`src/rtl/ariane_pkg.sv`:
```
// Shared core types used across the Ariane front end.
//   scoreboard_entry_t : decoded instruction as handed from decode to issue
//   ariane_cfg_t       : core configuration record (IdQueueDepth sizes the
//                        ID/issue queue)
package ariane_pkg;

   typedef struct packed {
      logic [31:0] pc;
      logic [7:0]  op;
      logic [4:0]  rd;
   } scoreboard_entry_t;

   typedef struct packed {
      int unsigned IdQueueDepth;
   } ariane_cfg_t;

   localparam ariane_cfg_t ArianeDefaultConfig = '{IdQueueDepth: 32'd2};

endpackage

```
`src/rtl/id_issue_queue_pkg.sv`:
```
// Local types and helpers for the ID/issue queue.
//   id_entry_t : one storage slot, decoded entry plus its control-flow flag
//   ptr_width  : pointer width for a given depth (at least one bit)
package id_issue_queue_pkg;

   import ariane_pkg::*;

   typedef struct packed {
      scoreboard_entry_t sbe;
      logic              is_ctrl_flow;
   } id_entry_t;

   function automatic int unsigned ptr_width(input int unsigned depth);
      return (depth > 32'd1) ? $clog2(depth) : 32'd1;
   endfunction

endpackage

```
`src/rtl/id_issue_queue_sva.sv`:
```
// Property checker for the ID/issue queue occupancy and handshake.
// Ports: clock/reset, occupancy counters, ack and decode handshake signals.
module id_issue_queue_sva
   import ariane_pkg::*;
#(
   parameter int unsigned  Depth       = 2,
   parameter int unsigned  MaxCtrlFlow = Depth,
   parameter bit           FallThrough = 1'b0,
   localparam int unsigned CntW        = $clog2(Depth + 1)
) (
   input logic              clk_i,
   input logic              rst_ni,
   input logic [CntW-1:0]   count_i,
   input logic [CntW-1:0]   cf_count_i,
   input logic              issue_instr_ack_i,
   input logic              decode_valid_i,
   input logic              decode_ready_i,
   input scoreboard_entry_t decoded_entry_i
);

   a_count_max: assert property (@(posedge clk_i) disable iff (!rst_ni)
      count_i <= CntW'(Depth));

   a_cf_max: assert property (@(posedge clk_i) disable iff (!rst_ni)
      cf_count_i <= CntW'(MaxCtrlFlow));

   a_cf_le_count: assert property (@(posedge clk_i) disable iff (!rst_ni)
      cf_count_i <= count_i);

   a_ack_empty: assert property (@(posedge clk_i) disable iff (!rst_ni)
      FallThrough || !issue_instr_ack_i || (count_i != {CntW{1'b0}}));

   a_stable_in: assert property (@(posedge clk_i) disable iff (!rst_ni)
      (decode_valid_i && !decode_ready_i) |=> (!decode_valid_i || $stable(decoded_entry_i)))
      else $warning("decoded entry changed while stalled");

endmodule

```
`src/rtl/id_queue_ctrl.sv`:
```
// Control path of the ID/issue queue: read/write pointers, occupancy and
// control-flow occupancy, plus the ready/pop handshake decisions.
// Ports:
//   clk_i, rst_ni        clock, asynchronous active-low reset
//   flush_i              drop every buffered entry
//   decode_valid_i       decoder offers an entry
//   is_ctrl_flow_i       offered entry is control flow
//   issue_instr_ack_i    issue stage consumes the head
//   head_ctrl_flow_i     control-flow flag of the entry currently at the head
//   decode_ready_o       offered entry is accepted this cycle
//   issue_valid_o        head is valid
//   fall_through_o       head is taken straight from the decoder input
//   write_en_o           accepted entry must be written into storage
//   wr_ptr_o, rd_ptr_o   storage pointers
//   count_o, cf_count_o  occupancy and buffered control-flow entries
module id_queue_ctrl
   import id_issue_queue_pkg::*;
#(
   parameter int unsigned  Depth       = 2,
   parameter int unsigned  MaxCtrlFlow = Depth,
   parameter bit           FallThrough = 1'b0,
   localparam int unsigned CntW        = $clog2(Depth + 1),
   localparam int unsigned PtrW        = ptr_width(Depth)
) (
   input  logic            clk_i,
   input  logic            rst_ni,
   input  logic            flush_i,
   input  logic            decode_valid_i,
   input  logic            is_ctrl_flow_i,
   input  logic            issue_instr_ack_i,
   input  logic            head_ctrl_flow_i,
   output logic            decode_ready_o,
   output logic            issue_valid_o,
   output logic            fall_through_o,
   output logic            write_en_o,
   output logic [PtrW-1:0] wr_ptr_o,
   output logic [PtrW-1:0] rd_ptr_o,
   output logic [CntW-1:0] count_o,
   output logic [CntW-1:0] cf_count_o
);

   logic [CntW-1:0] count_r, count_d_s;
   logic [CntW-1:0] cf_count_r, cf_count_d_s;
   logic [PtrW-1:0] wr_ptr_r, wr_ptr_d_s;
   logic [PtrW-1:0] rd_ptr_r, rd_ptr_d_s;

   logic empty_s, ft_s, cf_base_ok_s, cf_ok_s, issue_valid_s;
   logic pop_s, pop_st_s, space_s, ready_s, write_s, cf_in_s, cf_out_s;

   function automatic logic [PtrW-1:0] wrap_inc(input logic [PtrW-1:0] p);
      return (p == PtrW'(Depth - 32'd1)) ? {PtrW{1'b0}} : p + PtrW'(1);
   endfunction

   // Handshake decisions. The cf limit is split into a pop-independent part
   // so the head valid (which needs it in fall-through) does not depend on
   // pop; when empty cf_count is 0, so the split is exact. rst_ni gates the
   // handshake outputs so they read 0 while reset is held.
   always_comb begin
      empty_s      = (count_r == {CntW{1'b0}});
      ft_s         = FallThrough && empty_s;
      cf_base_ok_s = !is_ctrl_flow_i || (cf_count_r < CntW'(MaxCtrlFlow));
      if (ft_s) begin
         issue_valid_s = rst_ni && decode_valid_i && cf_base_ok_s && !flush_i;
      end else begin
         issue_valid_s = rst_ni && !empty_s && !flush_i;
      end
      pop_s    = issue_instr_ack_i && issue_valid_s;
      pop_st_s = pop_s && !ft_s;
      cf_ok_s  = cf_base_ok_s || (pop_s && head_ctrl_flow_i);
      space_s  = (count_r < CntW'(Depth)) || pop_s;
      ready_s  = rst_ni && decode_valid_i && space_s && cf_ok_s && !flush_i;
      // An entry that falls through and is consumed at once never touches storage.
      write_s  = ready_s && !(ft_s && pop_s);
      cf_in_s  = write_s && is_ctrl_flow_i;
      cf_out_s = pop_st_s && head_ctrl_flow_i;
   end

   // Next-state for pointers and counters; flush overrides push and pop.
   always_comb begin
      count_d_s    = count_r;
      cf_count_d_s = cf_count_r;
      wr_ptr_d_s   = wr_ptr_r;
      rd_ptr_d_s   = rd_ptr_r;
      if (flush_i) begin
         count_d_s    = {CntW{1'b0}};
         cf_count_d_s = {CntW{1'b0}};
         wr_ptr_d_s   = {PtrW{1'b0}};
         rd_ptr_d_s   = {PtrW{1'b0}};
      end else begin
         case ({write_s, pop_st_s})
            2'b10:   count_d_s = count_r + CntW'(1);
            2'b01:   count_d_s = count_r - CntW'(1);
            default: count_d_s = count_r;
         endcase
         case ({cf_in_s, cf_out_s})
            2'b10:   cf_count_d_s = cf_count_r + CntW'(1);
            2'b01:   cf_count_d_s = cf_count_r - CntW'(1);
            default: cf_count_d_s = cf_count_r;
         endcase
         if (write_s) begin
            wr_ptr_d_s = wrap_inc(wr_ptr_r);
         end else begin
            wr_ptr_d_s = wr_ptr_r;
         end
         if (pop_st_s) begin
            rd_ptr_d_s = wrap_inc(rd_ptr_r);
         end else begin
            rd_ptr_d_s = rd_ptr_r;
         end
      end
   end

   // State registers.
   always_ff @(posedge clk_i or negedge rst_ni) begin
      if (!rst_ni) begin
         count_r    <= {CntW{1'b0}};
         cf_count_r <= {CntW{1'b0}};
         wr_ptr_r   <= {PtrW{1'b0}};
         rd_ptr_r   <= {PtrW{1'b0}};
      end else begin
         count_r    <= count_d_s;
         cf_count_r <= cf_count_d_s;
         wr_ptr_r   <= wr_ptr_d_s;
         rd_ptr_r   <= rd_ptr_d_s;
      end
   end

   assign decode_ready_o = ready_s;
   assign issue_valid_o  = issue_valid_s;
   assign fall_through_o = ft_s;
   assign write_en_o     = write_s;
   assign wr_ptr_o       = wr_ptr_r;
   assign rd_ptr_o       = rd_ptr_r;
   assign count_o        = count_r;
   assign cf_count_o     = cf_count_r;

endmodule

```
`src/rtl/id_issue_queue.sv`:
```
// ID/issue queue: circular FIFO of decoded entries between decoder and issue,
// with optional fall-through when empty and a cap on buffered control flow.
// Ports:
//   clk_i, rst_ni        clock, asynchronous active-low reset
//   flush_i              discard all entries
//   decoded_entry_i      decoded instruction, is_ctrl_flow_i its cf flag
//   decode_valid_i/decode_ready_o   decoder handshake
//   issue_entry_o, issue_entry_valid_o, is_ctrl_flow_o   head entry
//   issue_instr_ack_i    issue consumed the head
//   usage_o              registered occupancy
module id_issue_queue
   import ariane_pkg::*;
   import id_issue_queue_pkg::*;
#(
   parameter int unsigned Depth       = 2,
   parameter bit          FallThrough = 1'b0,
   parameter int unsigned MaxCtrlFlow = Depth
) (
   input  logic                         clk_i,
   input  logic                         rst_ni,
   input  logic                         flush_i,
   input  scoreboard_entry_t            decoded_entry_i,
   input  logic                         is_ctrl_flow_i,
   input  logic                         decode_valid_i,
   output logic                         decode_ready_o,
   output scoreboard_entry_t            issue_entry_o,
   output logic                         issue_entry_valid_o,
   output logic                         is_ctrl_flow_o,
   input  logic                         issue_instr_ack_i,
   output logic [$clog2(Depth+1)-1:0]   usage_o
);

   localparam int unsigned CntW = $clog2(Depth + 1);
   localparam int unsigned PtrW = ptr_width(Depth);

   id_entry_t       mem_r [Depth];
   id_entry_t       head_s;
   logic            ft_s, write_en_s;
   logic [PtrW-1:0] wr_ptr_s, rd_ptr_s;
   logic [CntW-1:0] count_s, cf_count_s;

   id_queue_ctrl #(
      .Depth       (Depth),
      .MaxCtrlFlow (MaxCtrlFlow),
      .FallThrough (FallThrough)
   ) u_ctrl (
      .clk_i             (clk_i),
      .rst_ni            (rst_ni),
      .flush_i           (flush_i),
      .decode_valid_i    (decode_valid_i),
      .is_ctrl_flow_i    (is_ctrl_flow_i),
      .issue_instr_ack_i (issue_instr_ack_i),
      .head_ctrl_flow_i  (head_s.is_ctrl_flow),
      .decode_ready_o    (decode_ready_o),
      .issue_valid_o     (issue_entry_valid_o),
      .fall_through_o    (ft_s),
      .write_en_o        (write_en_s),
      .wr_ptr_o          (wr_ptr_s),
      .rd_ptr_o          (rd_ptr_s),
      .count_o           (count_s),
      .cf_count_o        (cf_count_s)
   );

   // Entry storage; contents are don't-care until written, so no reset.
   always_ff @(posedge clk_i) begin
      if (write_en_s) begin
         mem_r[wr_ptr_s] <= '{sbe: decoded_entry_i, is_ctrl_flow: is_ctrl_flow_i};
      end
   end

   // Head select: decoder input when falling through, else the slot at the
   // read pointer; zeros when nothing is buffered so stale storage never leaks.
   always_comb begin
      head_s = '{sbe: '0, is_ctrl_flow: 1'b0};
      if (!rst_ni) begin
         head_s = '{sbe: '0, is_ctrl_flow: 1'b0};
      end else if (ft_s) begin
         head_s = '{sbe: decoded_entry_i, is_ctrl_flow: is_ctrl_flow_i};
      end else if (count_s != {CntW{1'b0}}) begin
         head_s = mem_r[rd_ptr_s];
      end else begin
         head_s = '{sbe: '0, is_ctrl_flow: 1'b0};
      end
   end

   assign issue_entry_o  = head_s.sbe;
   assign is_ctrl_flow_o = head_s.is_ctrl_flow;
   assign usage_o        = count_s;

   id_issue_queue_sva #(
      .Depth       (Depth),
      .MaxCtrlFlow (MaxCtrlFlow),
      .FallThrough (FallThrough)
   ) u_sva (
      .clk_i             (clk_i),
      .rst_ni            (rst_ni),
      .count_i           (count_s),
      .cf_count_i        (cf_count_s),
      .issue_instr_ack_i (issue_instr_ack_i),
      .decode_valid_i    (decode_valid_i),
      .decode_ready_i    (decode_ready_o),
      .decoded_entry_i   (decoded_entry_i)
   );

endmodule

```
`config.mk`:
```
export PLATFORM = sky130hd
export DESIGN_NAME = id_issue_queue
export DESIGN_NICKNAME = d
export VERILOG_FILES = /design/src/rtl/ariane_pkg.sv /design/src/rtl/id_issue_queue_pkg.sv /design/src/rtl/id_issue_queue_sva.sv /design/src/rtl/id_queue_ctrl.sv /design/src/rtl/id_issue_queue.sv
export SDC_FILE = /design/constraint.sdc
export NUM_CORES = 1
export LEC_CHECK = 0
export ABC_CLOCK_PERIOD_IN_PS = 8850
export CAP_MARGIN = 20
export CORE_ASPECT_RATIO = 0.7
export CORE_MARGIN = 2
export CORE_UTILIZATION = 50
export CTS_BUF_LIST = sky130_fd_sc_hd__clkbuf_2 sky130_fd_sc_hd__clkbuf_4 sky130_fd_sc_hd__clkbuf_8
export DETAILED_ROUTE_END_ITERATION = 10
export HOLD_SLACK_MARGIN = 0.02
export PLACE_DENSITY = 0.8
export SLEW_MARGIN = 20
export SYNTH_ARGS = -nofsm -noshare
export SYNTH_HDL_FRONTEND = slang
export SYNTH_SLANG_ARGS = --single-unit
```
`constraint.sdc`:
```
create_clock -name clk_i -period 8.85 [get_ports clk_i]
set_input_delay 0.885 -clock clk_i [delete_from_list [all_inputs] [get_ports clk_i]]
set_output_delay 0.885 -clock clk_i [all_outputs]
set_load 0.02 [all_outputs]
```
==> flow_metrics.env <==
export IMPL_synth_top_cell_by_area="edfxtp_1"
export IMPL_yosysSeqAreaShare_pct=75.2
export IMPL_die_y_um=77.6
export IMPL_gpl_final_weighted_congestion=0.796
export IMPL_fin_setup_tns_ps=0
export IMPL_htree_levels=3
export IMPL_post_route_min_period_ps=4500
export IMPL_post_synth_inst_count=245
export IMPL_grt_max_degree=49
export IMPL_ys_types=29
export IMPL_numPlacedInstances=435
export IMPL_crit_family="buffers and inverters"
export IMPL_drc=0
export IMPL_cts_buffers=9
export IMPL_fin_crit_sh_pct=50.8
export IMPL_post_synth_cell_area_avg_um2=15.8
export IMPL_portBuffers=100
export IMPL_vias=2338
export IMPL_path_class="input port to output port"
export IMPL_synth_seq_cells=98
export IMPL_cts_hold_buf=0
export IMPL_max_slew_margin_pct=45.3
export IMPL_path_cells="clkdlybuf4s50_1 -> o21ai_4 -> buf_4 -> nor4_2 -> o21bai_1 -> inv_1 -> clkdlybuf4s50_1"
export IMPL_cpMostUsedCell="clkdlybuf4s50_1"
export IMPL_clk_pin_slew_ps=90
export IMPL_die_area_um2=8470
export IMPL_first_pass_iters=4
export IMPL_cp_data_arrival_time_ps=3620
export IMPL_track_usage_pct=18.0
export IMPL_synthToLayoutAreaGrowth_pct=33.7
export IMPL_grt_pass1_vias=2324
export IMPL_cts_sinks=98
export IMPL_final_hold_violation_count=0
export IMPL_cts_resized=0
export IMPL_fin_ws_ps=4350
export IMPL_setup_viol=0
export IMPL_whs_ps=577
export IMPL_ys_warn_count=0
export IMPL_crit_buf_inv=4
export IMPL_drv_slew=0
export IMPL_dp_hpwl_um=4630
export IMPL_crit_path_max_fanout=48
export IMPL_initial_core_util_pct=52.4
export IMPL_final_common_cell="clkdlybuf4s50_1"
export IMPL_endpoint_kind="output port"
export IMPL_netlist_area_um2=3870
export IMPL_post_cts_buffers=0
export IMPL_pre_cts_slack_ps=4340
export IMPL_nFillCells=527
export IMPL_ios=101
export IMPL_layout_drive_gt1_share_pct=7.37
export IMPL_wire_per_inst_um=16.0
export IMPL_hp_class="flop to flop"
export IMPL_clockRootBuffer="clkbuf_8"
export IMPL_clk_path_buf_depth=2
export IMPL_worst_slew_pin_slew_ps=820
export IMPL_nets=399
export IMPL_synth_top_cell_area_share_pct=71.4
export IMPL_rsz0062_at_grt="false"
export IMPL_vias_per_cell=5.18
export IMPL_startpoint_type="input port"
export IMPL_power_density_nw_per_um2=167
export IMPL_grt_pass1_wl_um=11300
export IMPL_finalWirelength_um=7210
export IMPL_status="finished, final reports clean"
export IMPL_grt_antenna_before_repair=0
export IMPL_grt_overflow_total=0
export IMPL_timing_max_cap_violations=0
export IMPL_cpMaxStageDelayCell="clkdlybuf4s50_1"
export IMPL_n_antenna_cell=0
export IMPL_drtAntennaViolNets=0
export IMPL_fin_skew_ps=5.93
export IMPL_p_leak_nw=1.66
export IMPL_synth_nets=296
export IMPL_synth_main_ff_cell="edfxtp_1"
export IMPL_yosys_top_cells_area="edfxtp_1, mux2i_1, nor2_1, dfrtp_1, buf_2"
export IMPL_cts_tree="done"
export IMPL_cp_required_ps=7970
export IMPL_synth_edf_count=92
export IMPL_fmax_mhz=222
export IMPL_cpPeakStageDelay_ps=790
export IMPL_final_cells=451
export IMPL_initialDrtViolationCount=153
export IMPL_mostFrequentLayoutCells="clkdlybuf4s50_1, edfxtp_1, nor2_1, mux2i_1, clkbuf_8"
export IMPL_core_um2=7380
export IMPL_async_flop_share_pct=6.12
export IMPL_insertion_delay_ps=350
export IMPL_die_x_um=109
export IMPL_max_vdd_ir_drop_mv=0.0973
export IMPL_rows=26
==> final timing paths <==
check / start / end / slack (ps) / cells past startpoint
min: u_ctrl.wr_ptr_o / u_ctrl.wr_ptr_o / 580 / 1
min in group asynchronous: rst_ni / u_ctrl.count_o[0] / 870 / 1
max: rst_ni / decode_ready_o / 4350 / 7
max reg2reg: u_ctrl.rd_ptr_o / mem_r[0][17] / 5820 / 6
min reg2reg: u_ctrl.wr_ptr_o / u_ctrl.wr_ptr_o / 580 / 1
max in group asynchronous: rst_ni / u_ctrl.rd_ptr_o / 7610 / 1
==> power breakdown <==
group | leakage (nW) | internal (W) | switching [W]
Sequential | 0.916 | 0.000518 | 0.00000421
Clock | 0.0872 | 0.000105 | 0.000152
Combinational | 0.658 | 0.0000438 | 0.0000410
Total | 1.66 | 0.000667 | 0.000197
==> sequential cells by signal, indices dropped and copies added, names as in the netlist <==
signal             flops
u_ctrl.count_o         2
u_ctrl.rd_ptr_o        1
u_ctrl.wr_ptr_o        1
mem_r                 92
u_ctrl.cf_count_o      2
==> kinds of logic after synthesis <==
logic type	synth area share, %
flops	75.2
buf+inv	1.65
xor+xnor	0.226
mux	13.1
compound gates	2.62
simple gates	7.14
==> layer usage <==
| metal | wire [µm] | track usage, % | vias up |
|---|---|---|---|
| met1 | 3250 | 24.1 | 1132 |
| li1 | - | - | 1115 |
| met4 | 67 | 4.94 | 0 |
| met3 | 608 | 6.64 | 8 |
| met5 | 0 | 0 | - |
| met2 | 3280 | 27.9 | 83 |
==> worst register-to-register path: stages (launching register included) <==
cell      delay, ps
dfrtp_2         350
buf_4           610
mux2i_1         250
nor4_2          500
o21bai_1        280
nor2_4          130
buf_4           510
==> synth_stat cells, types with 2 or more instances <==
| library cell | number |
|---|---|
| clkbuf_1 | 3 |
| inv_1 | 3 |
| a221oi_1 | 2 |
| o21ai_0 | 3 |
| mux2_2 | 2 |
| nor4_1 | 2 |
| buf_1 | 3 |
| nand3_1 | 2 |
| mux2i_1 | 47 |
| a21oi_1 | 4 |
| buf_2 | 6 |
| nor2_1 | 53 |
| dfrtp_1 | 6 |
| nand2_1 | 3 |
| edfxtp_1 | 92 |
==> cell type report <==
type                       count  area, µm²  share of cell area (%)
clock buffer                   9        124                    2.39
clock inverter                 7       52.6                    1.02
inverter                       3       11.3                   0.218
multi-input combinational    132        921                    17.8
sequential                    98       2910                    56.3
tap                           98        123                    2.37
timing repair buffer         104       1030                    19.9
==> per-stage QoR <==
| stage | utilization, % | total power, W | area [µm²] |
|---|---|---|---|
| floorplan | - | 0.000570 | 3870 |
| global placement | 67.7 | 0.000616 | 5000 |
| detailed placement | 67.7 | 0.000619 | 5000 |
| CTS | 70.1 | 0.000874 | 5180 |
| global route | 70.1 | 0.000901 | 5180 |
| finish | 70.1 | 0.000864 | 5180 |
Power figures use the tool's default switching activity.
